## config.mk

```make
export PLATFORM = sky130hd
export DESIGN_NAME = gpio_pattern_gen
export DESIGN_NICKNAME = d
export VERILOG_FILES = /design/src/rtl/gpio_pattern_gen.sv
export SDC_FILE = /design/constraint.sdc
export NUM_CORES = 1
export LEC_CHECK = 0
export CAP_MARGIN = 5
export CORE_MARGIN = 2
export CORE_UTILIZATION = 45
export CTS_CLUSTER_DIAMETER = 50
export DETAILED_ROUTE_END_ITERATION = 12
export PLACE_DENSITY = 0.81
export SYNTH_ARGS = -nofsm -noshare
export SYNTH_HDL_FRONTEND = slang
export SYNTH_SLANG_ARGS = --single-unit
```

## constraint.sdc

```tcl
create_clock -name clk -period 3.86 [get_ports clk]
set_clock_uncertainty 0.1 [all_clocks]
set_input_delay 0.386 -clock clk [delete_from_list [all_inputs] [get_ports clk]]
set_output_delay 0.386 -clock clk [all_outputs]
set_load 0.005 [all_outputs]
```

## src/rtl/gpio_pattern_gen.sv

```systemverilog
// WIDTH-bit GPIO pattern generator: prescaled rotate-left/right, bounce and binary count, with parallel load.
// Build option: define GPIO_PAT_SINGLE_STEP_EN to add step_req (one step per request while enable = 0).
module gpio_pattern_gen #(
    parameter int               WIDTH         = 32,
    parameter int               PRESCALE_W    = 24,
    parameter logic [WIDTH-1:0] RESET_PATTERN = {{(WIDTH-1){1'b1}}, 1'b0}
) (
    input  logic                  clk,
    input  logic                  rst,
    input  logic                  enable,
    input  logic [1:0]            mode,
    input  logic [PRESCALE_W-1:0] period,
    input  logic                  load,
    input  logic [WIDTH-1:0]      load_pattern,
    output logic [WIDTH-1:0]      pattern,
    output logic                  tick,
    output logic                  wrap
`ifdef GPIO_PAT_SINGLE_STEP_EN
    ,
    input  logic                  step_req
`endif
);
    localparam int               POS_W    = $clog2(WIDTH);
    localparam logic [POS_W-1:0] POS_LAST = POS_W'(WIDTH - 1);
    localparam logic [POS_W-1:0] POS_ONE  = POS_W'(1);
    localparam logic [1:0] MODE_ROL    = 2'd0;
    localparam logic [1:0] MODE_ROR    = 2'd1;
    localparam logic [1:0] MODE_BOUNCE = 2'd2;
    localparam logic [1:0] MODE_COUNT  = 2'd3;

    typedef enum logic {DIR_LEFT = 1'b0, DIR_RIGHT = 1'b1} dir_t;

    logic [WIDTH-1:0]      pattern_reg, pattern_next, pattern_step;
    logic [WIDTH-1:0]      rol_val, ror_val;
    logic [PRESCALE_W-1:0] cnt_reg, cnt_next;
    logic                  tick_reg, tick_next;
    logic [POS_W-1:0]      pos_reg, pos_next, pos_eff, pos_step, pos_inc;
    dir_t                  dir_reg, dir_next, dir_eff, dir_step;
    logic [1:0]            mode_q_reg;
    logic                  mode_change, manual_step, step, wrap_cond;

    genvar gi;
    generate
        for (gi = 0; gi < WIDTH; gi++) begin : g_rot
            assign rol_val[gi] = pattern_reg[(gi + WIDTH - 1) % WIDTH];
            assign ror_val[gi] = pattern_reg[(gi + 1) % WIDTH];
        end
    endgenerate

`ifdef GPIO_PAT_SINGLE_STEP_EN
    assign manual_step = ~enable & step_req;
`else
    assign manual_step = 1'b0;
`endif

    // tick_reg marks the cycle whose closing edge commits a step; load or reset cancels it.
    assign step    = ~rst & ~load & ((enable & tick_reg) | manual_step);
    assign tick    = step;
    assign wrap    = step & wrap_cond;
    assign pattern = pattern_reg;

    always_comb begin
        cnt_next  = cnt_reg;
        tick_next = 1'b0;
        if (load) begin
            cnt_next = '0;
        end else if (enable) begin
            if (cnt_reg >= period) begin
                cnt_next  = '0;
                tick_next = 1'b1;
            end else begin
                cnt_next = cnt_reg + 1'b1;
            end
        end
    end

    // A mode change restarts the walk from pos 0 going left, even within the stepping cycle.
    always_comb begin
        mode_change  = (mode != mode_q_reg);
        pos_eff      = mode_change ? '0 : pos_reg;
        dir_eff      = mode_change ? DIR_LEFT : dir_reg;
        pos_inc      = (pos_eff == POS_LAST) ? '0 : pos_eff + 1'b1;
        pattern_step = pattern_reg;
        pos_step     = pos_eff;
        dir_step     = dir_eff;
        wrap_cond    = 1'b0;
        case (mode)
            MODE_ROL: begin
                pattern_step = rol_val;
                pos_step     = pos_inc;
                wrap_cond    = (pos_eff == POS_LAST);
            end
            MODE_ROR: begin
                pattern_step = ror_val;
                pos_step     = pos_inc;
                wrap_cond    = (pos_eff == POS_LAST);
            end
            MODE_BOUNCE: begin
                if (dir_eff == DIR_LEFT) begin
                    pattern_step = rol_val;
                    pos_step     = pos_inc;
                    if (pos_inc == POS_LAST) begin
                        dir_step  = DIR_RIGHT;
                        wrap_cond = 1'b1;
                    end
                end else begin
                    pattern_step = ror_val;
                    pos_step     = pos_eff - 1'b1;
                    if (pos_eff == POS_ONE) begin
                        dir_step  = DIR_LEFT;
                        wrap_cond = 1'b1;
                    end
                end
            end
            MODE_COUNT: begin
                pattern_step = pattern_reg + 1'b1;
                wrap_cond    = &pattern_reg;
            end
            default: ;
        endcase
    end

    always_comb begin
        pattern_next = pattern_reg;
        pos_next     = pos_eff;
        dir_next     = dir_eff;
        if (load) begin
            pattern_next = load_pattern;
            pos_next     = '0;
            dir_next     = DIR_LEFT;
        end else if (step) begin
            pattern_next = pattern_step;
            pos_next     = pos_step;
            dir_next     = dir_step;
        end
    end

    always_ff @(posedge clk) begin
        if (rst) begin
            pattern_reg <= RESET_PATTERN;
            cnt_reg     <= '0;
            tick_reg    <= 1'b0;
            pos_reg     <= '0;
            dir_reg     <= DIR_LEFT;
            mode_q_reg  <= mode;
        end else begin
            pattern_reg <= pattern_next;
            cnt_reg     <= cnt_next;
            tick_reg    <= tick_next;
            pos_reg     <= pos_next;
            dir_reg     <= dir_next;
            mode_q_reg  <= mode;
        end
    end
endmodule

```

==> flow_summary.ini, run 1 <==
[run_status]
status = complete, no violations

[placed_design]
port_buffers = 95
placed_area_sq_um = 5890
dp_cells = 845
place_congestion = 1.02
dpl.hpwl_mm = 9.77

[logic_synthesis]
ys_ff_latch = 65
synth_simple_gate_area_share_pct = 25.0
synth_area_leaders = dfxtp_1 (27%), ha_1 (7.9%), nor3_1 (5.0%)
synth.area.mux_share_pct = 0.614
synth_edf_count = 0
synth_top_family_by_area = simple AND/OR/NAND/NOR gates
yosys_warnings = 0
postSynthCellCount = 641
synth_compound_area_share_pct = 21.9
synth_area_leader_cell = dfxtp_1
synthArstFlopShare_pct = 0
syn-cell-area_sq_um = 4890
synth_nets = 734
yosysUniqueCellTypes = 60
synthAdderAreaFrac_pct = 7.93
synth_top_area_share_pct = 26.6
synthFlopType = dfxtp_1
syn_avg_cell_area_sq_um = 7.63
synth-xor-area-share_pct = 9.10
synth-seq-area-share_pct = 26.6

[flow_run]
max_cap_violations = 0

[layout]
drive_above_1_share_pct = 7.36
largest_reg_flops = 32
layout_common_cells = clkdlybuf4s50_1 (92), dfxtp_1 (65), nor3_1 (49)
final_common_cell = clkdlybuf4s50_1
area_growth_pct = 24.9
final_util_pct = 56.9
final_nets = 809
design_area_sq_um = 6110
final_cells = 861

[floorplan]
die_width_um = 108
dieArea_sq_um = 11700
dieHeight_um = 108
start_util_pct = 45.5
rows = 38
ioPinCount = 96
core_sq_um = 10700

[timing]
setup_viol = 0
period_share_pct = 95.5
finalHoldViolCount = 0
fin_setup_tns_ns = 0
min_period_ns = 3.68
rsz0062_at_grt = no
fmax_mhz = 271
slew_headroom_pct = 50.2
slew_viol_final = 0
tightest_slew_ns = 0.746

[detailed_routing]
ant_nets = 0
vias = 5152
wl_per_cell_um = 16.0
drtPass1Iterations = 5
vias_per_cell = 5.98
drc_errors = 0
drt_iter0_markers = 346
wirelength_mm = 13.8

[setup_path]
startpoint_type = input pin
crit_chain = clkdlybuf4s50_1 -> xnor2_2 -> nor2b_1 -> nand2_1 -> inv_1 -> ha_1 -> nand2_1 -> nor2_1 -> ha_1 -> or3_1 -> or4_1 -> a31oi_1 -> dlygate4sd2_1
slowest_stage = or4_1
critPathMaxStageDelay_ns = 0.51
cp-end-kind = output pin
critPathArrivalTime_ns = 3.20
crit_fanout = 3
cp.required_ns = 3.37
rr_endpoint = dir_reg
cp-startpoint = mode[1]
r2r_slack_ns = 1.26
r2r-start = mode_q_reg[1]
crit_type = input pin to output pin
reg2regPathDepth = 11

[global_route]
antenna_found_initial = 1
grt_max_degree = 56
grt.total_usage_pct = 23.9
grt_pass1_vias = 4982
grt.overflow.total = 0
grt_pass1_wl_mm = 22.9

[clocking]
cts_tree = yes
root_buffer = clkbuf_8
cts_made_buffers = 9
ctsLongestPathBuffers = 2
clk_pin_slew_ns = 0.07
clock_latency_ns = 0.34
cts_setup_buffers = 0
htree_levels = 3
cts_sinks = 65

[min_path]
holdPathStages = 3
hold_class = input pin to flop
hp-start = load
worstHoldEndpoint = tick_reg

[pwr]
cellPowerDensity_nw_per_um2 = 277
vdd_drop_max_mv = 0.180
leakage_uw = 0.00237
[area by class of cell]
type / count / area [sq um]
fill: 1013 / 4640
multi-input combinational: 485 / 3180
sequential: 65 / 1300
timing repair buffer: 114 / 1090
tap: 140 / 175
inverter: 41 / 154
clock buffer: 12 / 145
clock inverter: 3 / 65.1
antenna: 1 / 2.50
[report_power, final]
part | internal, uW | total (uW) | switching, uW
clock | 378 | 642 | 264
sequential | 694 | 747 | 52.8
combinational | 167 | 305 | 138
total | 1240 | 1690 | 455
[cells in the mapped netlist, types with 5 or more instances]
cell type	n
nor4_1	8
clkbuf_1	29
nand3_1	22
xnor2_1	23
xor2_1	26
a31oi_1	6
and3_1	5
nand2b_1	6
dfxtp_1	65
buf_2	10
ha_1	31
a21oi_1	48
inv_1	41
nor2_1	46
a221oi_1	22
nand4_1	15
and2_1	6
o21ai_0	43
o211ai_1	6
nand2_1	47
or3_1	5
nor3_1	49
a211oi_1	6
[how the worst max path moves through the flow]
stage / end / slack (ns) / depth (start not counted)
after floorplan: wrap / 0.70 / 13
final: wrap / 0.18 / 13
after global routing: wrap / 0.03 / 13
after CTS: wrap / 0.12 / 13
after detailed placement: wrap / -0.13 / 13
after global placement: wrap / -0.02 / 13
[cells by family (layout without fill, tap and decap cells)]
kind of cell / count (synthesis) / in the layout
and+or+nand+nor: 235 / 235
AOI/OAI and AO/OA: 166 / 166
buffers and inverters: 91 / 170
DFF: 65 / 65
xor gates and xnor gates: 50 / 50
adders and majority gates: 31 / 31
muxes: 3 / 3
other: 0 / 1
[layer usage]
layer,global-route usage [%],part of all wire (%)
met5,0,0
met2,41.0,49
met4,9.34,2.0
met1,29.6,41
met3,4.34,8.1
[worst max-delay path: cells and delay by family]
| kind | cells | cell delay (ns) |
|---|---|---|
| AND/OR/NAND/NOR | 6 | 1.28 |
| buffers and inverters | 3 | 0.79 |
| adder cells (fa/ha/maj) | 2 | 0.40 |
| XOR/XNOR | 1 | 0.17 |
| AO/OA/AOI/OAI | 1 | 0.17 |
[metrics by stage]
step	total power, uW	hold WS, ns	worst slack, ns
5_1_grt	1770	0.339	0.0309
6_report	1690	0.321	0.176
3_5_place_dp	1060	0.457	-0.133
4_1_cts	1700	0.313	0.125
3_3_place_gp	1050	0.437	-0.0247
2_1_floorplan	922	0.314	0.704
[timing repair]
| item | in CTS | in global routing |
|---|---|---|
| endpoints found under the setup margin | 1 | 1 |
| hold endpoints to repair | 0 | 0 |
| pin swaps | 2 | 2 |
| gates resized for setup | 2 | 1 |
| hold buffers | 0 | 0 |
No activity file was read; power rests on OpenSTA's default activity.
==> inputs of run 2 (changes only) <==
- clock period: 3.86 -> 4.5 ns (I/O delays scaled with it)
==> run 2 against run 1 <==
Net effect: hold slack better by 0.14 ns; cell area down 1.6%; global-route usage down 0.21 points; clock power down 23%; core utilization down 0.91 points; sequential share of layout area up 0.35 points; cell count down 1.3%; critical path type unchanged; critical endpoint unchanged; largest cell class unchanged; largest power group unchanged.
==> flow_summary.ini, run 2 (synthesized netlist as in run 1, its figures left out) <==
[floorplan]
rows = 38
ioPinCount = 96
dieHeight_um = 108
core_sq_um = 10700
die_width_um = 108
start_util_pct = 45.5
dieArea_sq_um = 11700

[setup_path]
startpoint_type = input pin
r2r-start = mode_q_reg[1]
crit_chain = clkdlybuf4s50_1 -> xor2_2 -> nor2b_1 -> nand2_1 -> inv_1 -> ha_1 -> nand2_1 -> nor2_1 -> ha_1 -> or3_1 -> or4_1 -> a31oi_1 -> clkdlybuf4s50_1
cp.required_ns = 3.95
critPathMaxStageDelay_ns = 0.53
critPathArrivalTime_ns = 3.75
cp-end-kind = output pin
cp-startpoint = mode[0]
slowest_stage = clkdlybuf4s50_1
crit_fanout = 4
crit_type = input pin to output pin
r2r_slack_ns = 1.68

[clocking]
post_cts_resize_count = 0
cts_tree = yes
root_buffer = clkbuf_8
clock_latency_ns = 0.35
ctsLongestPathBuffers = 2
clk_pin_slew_ns = 0.07
ctsHoldBuffers = 0
cts_setup_buffers = 0
cts_sinks = 65
htree_levels = 3
cts_made_buffers = 9

[global_route]
grt.met3_usage_pct = 5.55
grt.total_usage_pct = 23.7
grt_pass1_wl_mm = 22.7
grt.busiest_layer = met2
grt.overflow.total = 0
grt_pass1_vias = 4864
grt_max_degree = 57
use_met1_pct = 29.3
antenna_found_initial = 1
grt_use_met2_pct = 40.5

[timing]
period_share_pct = 95.6
slew_headroom_pct = 29.1
tightest_slew_ns = 1.06
fin_setup_tns_ns = 0
fmax_mhz = 232
rsz0062_at_grt = no
finalHoldViolCount = 0
fin_ws_ns = 0.198
slew_viol_final = 0
setup_viol = 0
min_period_ns = 4.30

[run_status]
status = complete, no violations

[placed_design]
port_buffers = 95
dpl.hpwl_mm = 9.73
dpl_worst_slack_ns = 0.219
place_congestion = 0.991
dp_cells = 836

[detailed_routing]
ant_nets = 0
vias_per_cell = 6.03
drtPass1Iterations = 5
drc_errors = 0
wl_per_cell_um = 16.3
drt_iter0_markers = 384
wirelength_mm = 13.8
vias = 5122

[min_path]
hp-start = cnt_reg[0]
hold_class = flop to flop

[layout]
antenna_cells = 0
largest_reg_flops = 32
drive_above_1_share_pct = 6.20
final_cells = 850
area_growth_pct = 22.9
layout_common_cells = clkdlybuf4s50_1 (94), dfxtp_1 (65), nor3_1 (49)
final_nets = 800
final_common_cell = clkdlybuf4s50_1

[pwr]
leakage_uw = 0.00230
cellPowerDensity_nw_per_um2 = 232
vdd_drop_max_mv = 0.149

[flow_run]
max_cap_violations = 0
run 2: cell count changes in the layout (fill, tap and decap cells not counted), sizes merged:
cell	delta
bufinv	-1
diode	-1
dlymetal6s2s	-1
clkbuf	-1
clkinvlp	+1
dlygate4sd2	-1
buf	-9
clkdlybuf4s50	+2
run 2: layout make-up:
class	instances	area (sq um)
flip-flops and latches	65	1300
repair buffers	105	1020
inverters	41	154
multi-input cells	485	3180
clock buffers	11	141
well taps	140	175
clock inverters	3	42.5
fillers	1012	4730
run 2: routing by layer:
layer | routed length (um) | vias to the layer above
met5 | 0 | -
met4 | 275 | 0
met3 | 1180 | 31
met2 | 6630 | 236
met1 | 5740 | 2402
li1 | - | 2453
run 2: critical path, delay by kind of cell:
kind	cells	cell delay (ns)
adder cells (fa/ha/maj)	2	0.47
XOR/XNOR	1	0.17
buffers and inverters	3	1.14
AND/OR/NAND/NOR	6	1.32
AO/OA/AOI/OAI	1	0.19
run 2: final timing paths:
check                    end  cells after the start
setup / recovery        wrap                     13
hold / removal    cnt_reg[0]                      2
setup reg to reg     dir_reg                     11
hold reg to reg   cnt_reg[0]                      2
run 2: through the flow:
step	total power (uW)	utilization (%)	hold WS, ns	instance area (sq um)
final	1400	56.0	0.458	6010
after global routing	1450	56.0	0.506	6010
after CTS	1400	55.9	0.461	6000
after detailed placement	909	54.2	0.450	5820
after global placement	901	54.2	0.439	5820
after floorplan	791	-	0.378	4890
run 2: where the power goes:
| group | internal (uW) | switching [uW] |
|---|---|---|
| combinational | 141 | 118 |
| sequential | 595 | 46.0 |
| clock | 264 | 231 |
| total | 1000 | 395 |
